`src/rtl/key_schedule_ctrl.sv`:
```
// AES-128 key-expansion controller.
// Accepts one cipher key, generates round keys 0..NUM_ROUNDS one per clock
// into an internal bank, and serves them through a registered read port.
// g_function (RotWord, SubWord, Rcon) is kept as a separate module so the
// round pipeline can share the same transform.

module g_function (
  input  logic [31:0] word,
  input  logic [3:0]  round,
  output logic [31:0] result
);

  localparam logic [7:0] SBOX [256] = '{
    8'h63, 8'h7c, 8'h77, 8'h7b, 8'hf2, 8'h6b, 8'h6f, 8'hc5, 8'h30, 8'h01, 8'h67, 8'h2b, 8'hfe, 8'hd7, 8'hab, 8'h76,
    8'hca, 8'h82, 8'hc9, 8'h7d, 8'hfa, 8'h59, 8'h47, 8'hf0, 8'had, 8'hd4, 8'ha2, 8'haf, 8'h9c, 8'ha4, 8'h72, 8'hc0,
    8'hb7, 8'hfd, 8'h93, 8'h26, 8'h36, 8'h3f, 8'hf7, 8'hcc, 8'h34, 8'ha5, 8'he5, 8'hf1, 8'h71, 8'hd8, 8'h31, 8'h15,
    8'h04, 8'hc7, 8'h23, 8'hc3, 8'h18, 8'h96, 8'h05, 8'h9a, 8'h07, 8'h12, 8'h80, 8'he2, 8'heb, 8'h27, 8'hb2, 8'h75,
    8'h09, 8'h83, 8'h2c, 8'h1a, 8'h1b, 8'h6e, 8'h5a, 8'ha0, 8'h52, 8'h3b, 8'hd6, 8'hb3, 8'h29, 8'he3, 8'h2f, 8'h84,
    8'h53, 8'hd1, 8'h00, 8'hed, 8'h20, 8'hfc, 8'hb1, 8'h5b, 8'h6a, 8'hcb, 8'hbe, 8'h39, 8'h4a, 8'h4c, 8'h58, 8'hcf,
    8'hd0, 8'hef, 8'haa, 8'hfb, 8'h43, 8'h4d, 8'h33, 8'h85, 8'h45, 8'hf9, 8'h02, 8'h7f, 8'h50, 8'h3c, 8'h9f, 8'ha8,
    8'h51, 8'ha3, 8'h40, 8'h8f, 8'h92, 8'h9d, 8'h38, 8'hf5, 8'hbc, 8'hb6, 8'hda, 8'h21, 8'h10, 8'hff, 8'hf3, 8'hd2,
    8'hcd, 8'h0c, 8'h13, 8'hec, 8'h5f, 8'h97, 8'h44, 8'h17, 8'hc4, 8'ha7, 8'h7e, 8'h3d, 8'h64, 8'h5d, 8'h19, 8'h73,
    8'h60, 8'h81, 8'h4f, 8'hdc, 8'h22, 8'h2a, 8'h90, 8'h88, 8'h46, 8'hee, 8'hb8, 8'h14, 8'hde, 8'h5e, 8'h0b, 8'hdb,
    8'he0, 8'h32, 8'h3a, 8'h0a, 8'h49, 8'h06, 8'h24, 8'h5c, 8'hc2, 8'hd3, 8'hac, 8'h62, 8'h91, 8'h95, 8'he4, 8'h79,
    8'he7, 8'hc8, 8'h37, 8'h6d, 8'h8d, 8'hd5, 8'h4e, 8'ha9, 8'h6c, 8'h56, 8'hf4, 8'hea, 8'h65, 8'h7a, 8'hae, 8'h08,
    8'hba, 8'h78, 8'h25, 8'h2e, 8'h1c, 8'ha6, 8'hb4, 8'hc6, 8'he8, 8'hdd, 8'h74, 8'h1f, 8'h4b, 8'hbd, 8'h8b, 8'h8a,
    8'h70, 8'h3e, 8'hb5, 8'h66, 8'h48, 8'h03, 8'hf6, 8'h0e, 8'h61, 8'h35, 8'h57, 8'hb9, 8'h86, 8'hc1, 8'h1d, 8'h9e,
    8'he1, 8'hf8, 8'h98, 8'h11, 8'h69, 8'hd9, 8'h8e, 8'h94, 8'h9b, 8'h1e, 8'h87, 8'he9, 8'hce, 8'h55, 8'h28, 8'hdf,
    8'h8c, 8'ha1, 8'h89, 8'h0d, 8'hbf, 8'he6, 8'h42, 8'h68, 8'h41, 8'h99, 8'h2d, 8'h0f, 8'hb0, 8'h54, 8'hbb, 8'h16
  };

  logic [31:0] rot;
  logic [7:0]  rcon;

  // Round constant for rounds 1..10; other indices contribute nothing.
  always_comb begin
    rcon = '0;
    case (round)
      4'd1:    rcon = 8'h01;
      4'd2:    rcon = 8'h02;
      4'd3:    rcon = 8'h04;
      4'd4:    rcon = 8'h08;
      4'd5:    rcon = 8'h10;
      4'd6:    rcon = 8'h20;
      4'd7:    rcon = 8'h40;
      4'd8:    rcon = 8'h80;
      4'd9:    rcon = 8'h1b;
      4'd10:   rcon = 8'h36;
      default: rcon = '0;
    endcase
  end

  // RotWord, byte-wise SubWord, then Rcon into the most significant byte.
  always_comb begin
    rot    = {word[23:0], word[31:24]};
    result = {SBOX[rot[31:24]] ^ rcon, SBOX[rot[23:16]], SBOX[rot[15:8]], SBOX[rot[7:0]]};
  end

endmodule

module key_schedule_ctrl #(
  parameter int unsigned BLOCK_LENGTH = 128,
  parameter int unsigned NUM_ROUNDS   = 10
) (
  input  logic                    clk,
  input  logic                    rst,
  input  logic [BLOCK_LENGTH-1:0] key_in,
  input  logic                    key_valid,
  output logic                    key_ready,
  input  logic                    rd_en,
  input  logic [3:0]              rd_round,
  output logic [BLOCK_LENGTH-1:0] rd_key,
  output logic                    busy,
  output logic                    schedule_done
);

  localparam logic [3:0] LAST_ROUND = 4'(NUM_ROUNDS);

  typedef enum logic [1:0] {
    IDLE,
    EXPAND,
    DONE
  } state_t;

  state_t                  state;
  logic [3:0]              counter;
  logic [BLOCK_LENGTH-1:0] work;
  logic [BLOCK_LENGTH-1:0] bank [NUM_ROUNDS+1];
  logic                    ready_q;
  logic [31:0]             g_out;
  logic [31:0]             w4, w5, w6, w7;
  logic [BLOCK_LENGTH-1:0] next_key;
  logic                    accept;

  g_function u_g (
    .word   (work[31:0]),
    .round  (counter),
    .result (g_out)
  );

  // Reset overrides the registered ready so no handshake can land on a reset edge.
  always_comb begin
    key_ready = ready_q & ~rst;
    accept    = key_valid & key_ready;
  end

  // One round of the key recurrence from the current working key.
  always_comb begin
    w4       = work[127:96] ^ g_out;
    w5       = work[95:64]  ^ w4;
    w6       = work[63:32]  ^ w5;
    w7       = work[31:0]   ^ w6;
    next_key = {w4, w5, w6, w7};
  end

  // Control FSM, working key and round-key bank.
  always_ff @(posedge clk) begin
    if (rst) begin
      state         <= IDLE;
      counter       <= '0;
      work          <= '0;
      ready_q       <= 1'b1;
      busy          <= 1'b0;
      schedule_done <= 1'b0;
      for (int unsigned i = 0; i <= NUM_ROUNDS; i++) begin
        bank[i] <= '0;
      end
    end else begin
      case (state)
        IDLE, DONE: begin
          if (accept) begin
            bank[0]       <= key_in;
            work          <= key_in;
            counter       <= 4'd1;
            state         <= EXPAND;
            ready_q       <= 1'b0;
            busy          <= 1'b1;
            schedule_done <= 1'b0;
          end
        end
        EXPAND: begin
          bank[counter] <= next_key;
          work          <= next_key;
          // Counter parks on the last round instead of stepping past it.
          if (counter == LAST_ROUND) begin
            state         <= DONE;
            ready_q       <= 1'b1;
            busy          <= 1'b0;
            schedule_done <= 1'b1;
          end else begin
            counter <= counter + 4'd1;
          end
        end
        default: begin
          state   <= IDLE;
          ready_q <= 1'b1;
          busy    <= 1'b0;
        end
      endcase
    end
  end

  // Registered read port; sees bank contents from before any same-edge write.
  always_ff @(posedge clk) begin
    if (rst) begin
      rd_key <= '0;
    end else if (rd_en) begin
      if (rd_round <= LAST_ROUND) begin
        rd_key <= bank[rd_round];
      end else begin
        rd_key <= '0;
      end
    end
  end

endmodule

```
`config.mk`:
```
export PLATFORM = sky130hd
export DESIGN_NAME = key_schedule_ctrl
export DESIGN_NICKNAME = d
export VERILOG_FILES = /design/src/rtl/key_schedule_ctrl.sv
export SDC_FILE = /design/constraint.sdc
export NUM_CORES = 2
export LEC_CHECK = 0
export ABC_CLOCK_PERIOD_IN_PS = 6100
export BUFFER_PORTS_ARGS = -buffer_cell sky130_fd_sc_hd__buf_2
export CAP_MARGIN = 5
export CORE_ASPECT_RATIO = 1.2
export CORE_MARGIN = 3
export CORE_UTILIZATION = 60
export CTS_BUF_LIST = sky130_fd_sc_hd__clkbuf_16
export DETAILED_ROUTE_END_ITERATION = 12
export MAX_ROUTING_LAYER = met4
export PLACE_DENSITY = 0.79
export SLEW_MARGIN = 30
export SYNTH_ARGS = -nofsm -noshare
export SYNTH_HDL_FRONTEND = slang
export SYNTH_HIERARCHICAL = 1
export SYNTH_SLANG_ARGS = --single-unit
export TNS_END_PERCENT = 50
```
`constraint.sdc`:
```
create_clock -name clk -period 6.1 [get_ports clk]
set_clock_uncertainty 0.05 [all_clocks]
set_input_delay 0.915 -clock clk [delete_from_list [all_inputs] [get_ports clk]]
set_output_delay 0.915 -clock clk [all_outputs]
set_load 0.01 [all_outputs]
```
==> impl_metrics.yaml <==
run_status:
  outcome: "complete, no violations"
setup_path:
  setup.worst_path.start_class: "flop"
  crit_path_top_delay_cell: "ha_1"
  startpoint: "work[17]$_SDFFE_PP0P_"
  crit_type: "reg2reg"
  critPathMaxStageDelay_ns: 0.67
  path_delay_family: "compound AO/OA/AOI/OAI gates"
  reg2reg_from: "work[17]$_SDFFE_PP0P_"
  critPathArrivalTime_ns: 5.61
  worstPathCellList: "buf_4 -> ha_1 -> nor2_1 -> o31ai_1 -> a21oi_1 -> o41ai_1 -> nand2_1 -> xnor2_1 -> xor3_1 -> xnor2_1 -> o2bb2a_1 -> nor2_1"
  cp_num_buf_inv: 1
  cp_max_fo: 16
  critical_path_required_ns: 6.59
  cp-end-kind: "flop"
power_and_ir_drop:
  powerDensity_nw_per_um2: 497
  internal_power_w: 0.0256
  clockPowerShare: 0.214
  p_sw_w: 0.0206
  p_sw_frac: 0.445
  combPwrFrac: 0.474
  finalPower_w: 0.0462
  p_seq_frac: 0.313
  power.leakage_nw: 34.3
  vdd_drop_max_mv: 0.354
grt:
  grt_usage: 0.443
  grt_pass1_vias: 67200
  antenna_found_initial: 17
  gr-total-overflow: 0
  grt_pass1_wl_um: 457000
  grt_max_degree: 163
clock_network:
  hold_buffers: 0
  clockBufferDepth: 3
  cts_tree: "yes"
  cts.repair.resized: 0
  cts_root_buffer: "clkbuf_16"
  cts.sinks: 1673
  numCtsBuffers: 160
  post_cts_buffers: 0
  h-tree-depth: 4
  clk_pin_slew_ns: 0.06
  clkLatencyLatePin_ns: 0.87
synth:
  ys.flop_type: "edfxtp_1"
  synth_cells: 7722
  synth-edff-count: 1280
  synth_cell_types: 104
  mappedNetlistArea_um2: 84600
  postSynth.asyncResetShare: 0
  syn-num-nets: 7924
  syn_avg_cell_area_um2: 11.0
  ys_seq_area_frac: 0.547
  yosys_warnings: 6
  synth-seq-cells: 1673
layout:
  syn2layout_area_growth_pct: 9.85
  drive_gt1_frac: 0.184
  nNetsFinal: 7866
job:
  max_cap_violations: 0
die:
  die_y_um: 417
  initial_core_util: 0.606
  core_um2: 140000
  die_area_um2: 146000
  num_rows: 150
  io_pins: 267
  die_x_um: 349
sta:
  hold_viol: 0
  period_needed_ns: 5.11
  rsz0062_at_grt: "false"
  slew_headroom: 0.262
  finalCritPeriodShare: 0.838
  worst_slew_pin_slew_ns: 1.11
  setup_violations: 0
  slew_viol_final: 0
  fmax_mhz: 196
  finalSetupTns_ns: 0
detailed_routing:
  viasPerCell: 7.14
  drcViolationCount: 0
  wire_per_inst_um: 32.9
  drt_wl_total_um: 317000
  first_iter_violations: 11700
  drt-pass1-iter-count: 8
  ant_nets: 0
  num_vias: 68800
placement:
  finalWeightedCongestion: 1.13
  dp_hpwl_um: 190000
  portBuffers: 266
worst_hold_path:
  hold_class: "in2reg"
  min_from: "key_in[61]"
==> metal layers <==
metal / share of wire / wire, µm / GRT usage
met1: 0.33 / 105000 / 0.542
met2: 0.45 / 143000 / 0.661
met3: 0.14 / 45500 / 0.117
met4: 0.074 / 23600 / 0.273
met5: 0 / 0 / -
==> metrics by stage <==
step                      hold slack [ns]  instances  instance area (µm²)   util  setup slack [ns]
after floorplan                     0.373       7722                84600      -             0.488
after global placement              0.380       9307                87700  0.628             0.922
after detailed placement            0.390       9312                87700  0.628              1.20
after CTS                           0.268       9612                92900  0.665              1.17
after global routing                0.327       9639                93000  0.666             0.822
final                               0.331       9642                93000  0.666             0.985
==> cells in the final DEF, fill, tap and decap left out, types with 28 or more instances in the layout <==
| cell type | count |
|---|---|
| xor2_1 | 104 |
| nor2_1 | 1504 |
| buf_2 | 276 |
| a21oi_1 | 359 |
| mux4_2 | 278 |
| a211oi_1 | 195 |
| ha_1 | 65 |
| o31ai_1 | 28 |
| nand2_1 | 566 |
| nor3_1 | 218 |
| xor3_1 | 32 |
| clkinv_1 | 35 |
| o2bb2a_1 | 33 |
| o211ai_1 | 57 |
| o22ai_1 | 146 |
| buf_12 | 42 |
| nand3_1 | 86 |
| o21ai_0 | 199 |
| a22oi_1 | 107 |
| nor2_2 | 109 |
| buf_4 | 283 |
| nor2b_1 | 55 |
| o311a_1 | 141 |
| o311ai_0 | 35 |
| edfxtp_1 | 1280 |
| xnor2_1 | 42 |
| dfxtp_1 | 378 |
| mux2_2 | 132 |
| clkbuf_16 | 165 |
| nand2b_1 | 74 |
| a311oi_1 | 45 |
| inv_1 | 201 |
| a31oi_1 | 71 |
==> area by class of cell <==
| class | count | area, µm² |
|---|---|---|
| fill | 10100 | 46700 |
| sequential | 1673 | 46300 |
| multi-input combinational | 5056 | 34100 |
| timing repair buffer | 610 | 4470 |
| clock buffer | 165 | 4130 |
| tap | 1824 | 2280 |
| clock inverter | 135 | 1030 |
| inverter | 163 | 619 |
| antenna | 16 | 40.0 |
==> power by group through the flow <==
stage	logic, W	registers, W	clock network [W]
detailed placement	0.0208	0.0146	0
CTS	0.0210	0.0144	0.00987
global route	0.0227	0.0145	0.0103
floorplan	0.0127	0.0140	0
global placement	0.0210	0.0146	0
finish	0.0219	0.0144	0.00987
==> tightest hold or removal path: stages <==
cell,delay [ns]
buf_2,0.10
a22oi_1,0.09
nand2_1,0.07
==> state kept, by name (all words and copies together), names as in the netlist <==
| signal | count |
|---|---|
| bank | 1408 |
| busy | 1 |
| counter | 4 |
| rd_key | 128 |
| ready_q | 1 |
| schedule_done | 1 |
| state | 2 |
| work | 128 |
==> Yosys cell counts, types with 71 or more instances <==
master | count | share of area
mux2_2 | 132 | 0.018
nor2_1 | 1505 | 0.067
dfxtp_1 | 393 | 0.093
xor2_1 | 104 | 0.011
inv_1 | 155 | 0.0069
nand3_1 | 89 | 0.0053
a21oi_1 | 359 | 0.021
clkbuf_1 | 380 | 0.017
edfxtp_1 | 1280 | 0.45
buf_2 | 339 | 0.020
nand2b_1 | 84 | 0.0062
mux4_2 | 278 | 0.074
o22ai_1 | 146 | 0.011
o21ai_0 | 200 | 0.012
nand2_1 | 570 | 0.025
nor3_1 | 219 | 0.013
a22oi_1 | 107 | 0.0095
o311a_1 | 141 | 0.017
a31oi_1 | 71 | 0.0052
nor2_2 | 109 | 0.0081
a211oi_1 | 195 | 0.017
==> worst paths after layout <==
check | endpoint | slack, ns | depth (start not counted)
setup / recovery | bank[3][25]$_SDFFCE_PN0P_ | 0.99 | 12
hold / removal | work[61]$_SDFFE_PP0P_ | 0.33 | 3
setup reg to reg | bank[3][25]$_SDFFCE_PN0P_ | 0.99 | 12
hold reg to reg | work[70]$_SDFFE_PP0P_ | 0.40 | 2
==> kinds of logic (layout without fill, tap and decap cells) <==
logic type      count (synthesis)  in the layout  synth area share
mux                           429            429            0.0938
compound gates               1597           1597             0.131
xor+xnor                      178            178            0.0241
other cells                     0             16                 0
simple gates                 2786           2786             0.141
fa+ha+maj                      66             66           0.00985
buf+inv                       993           1073            0.0530
flops                        1673           1673             0.547
(Power assumes the default switching activity.)
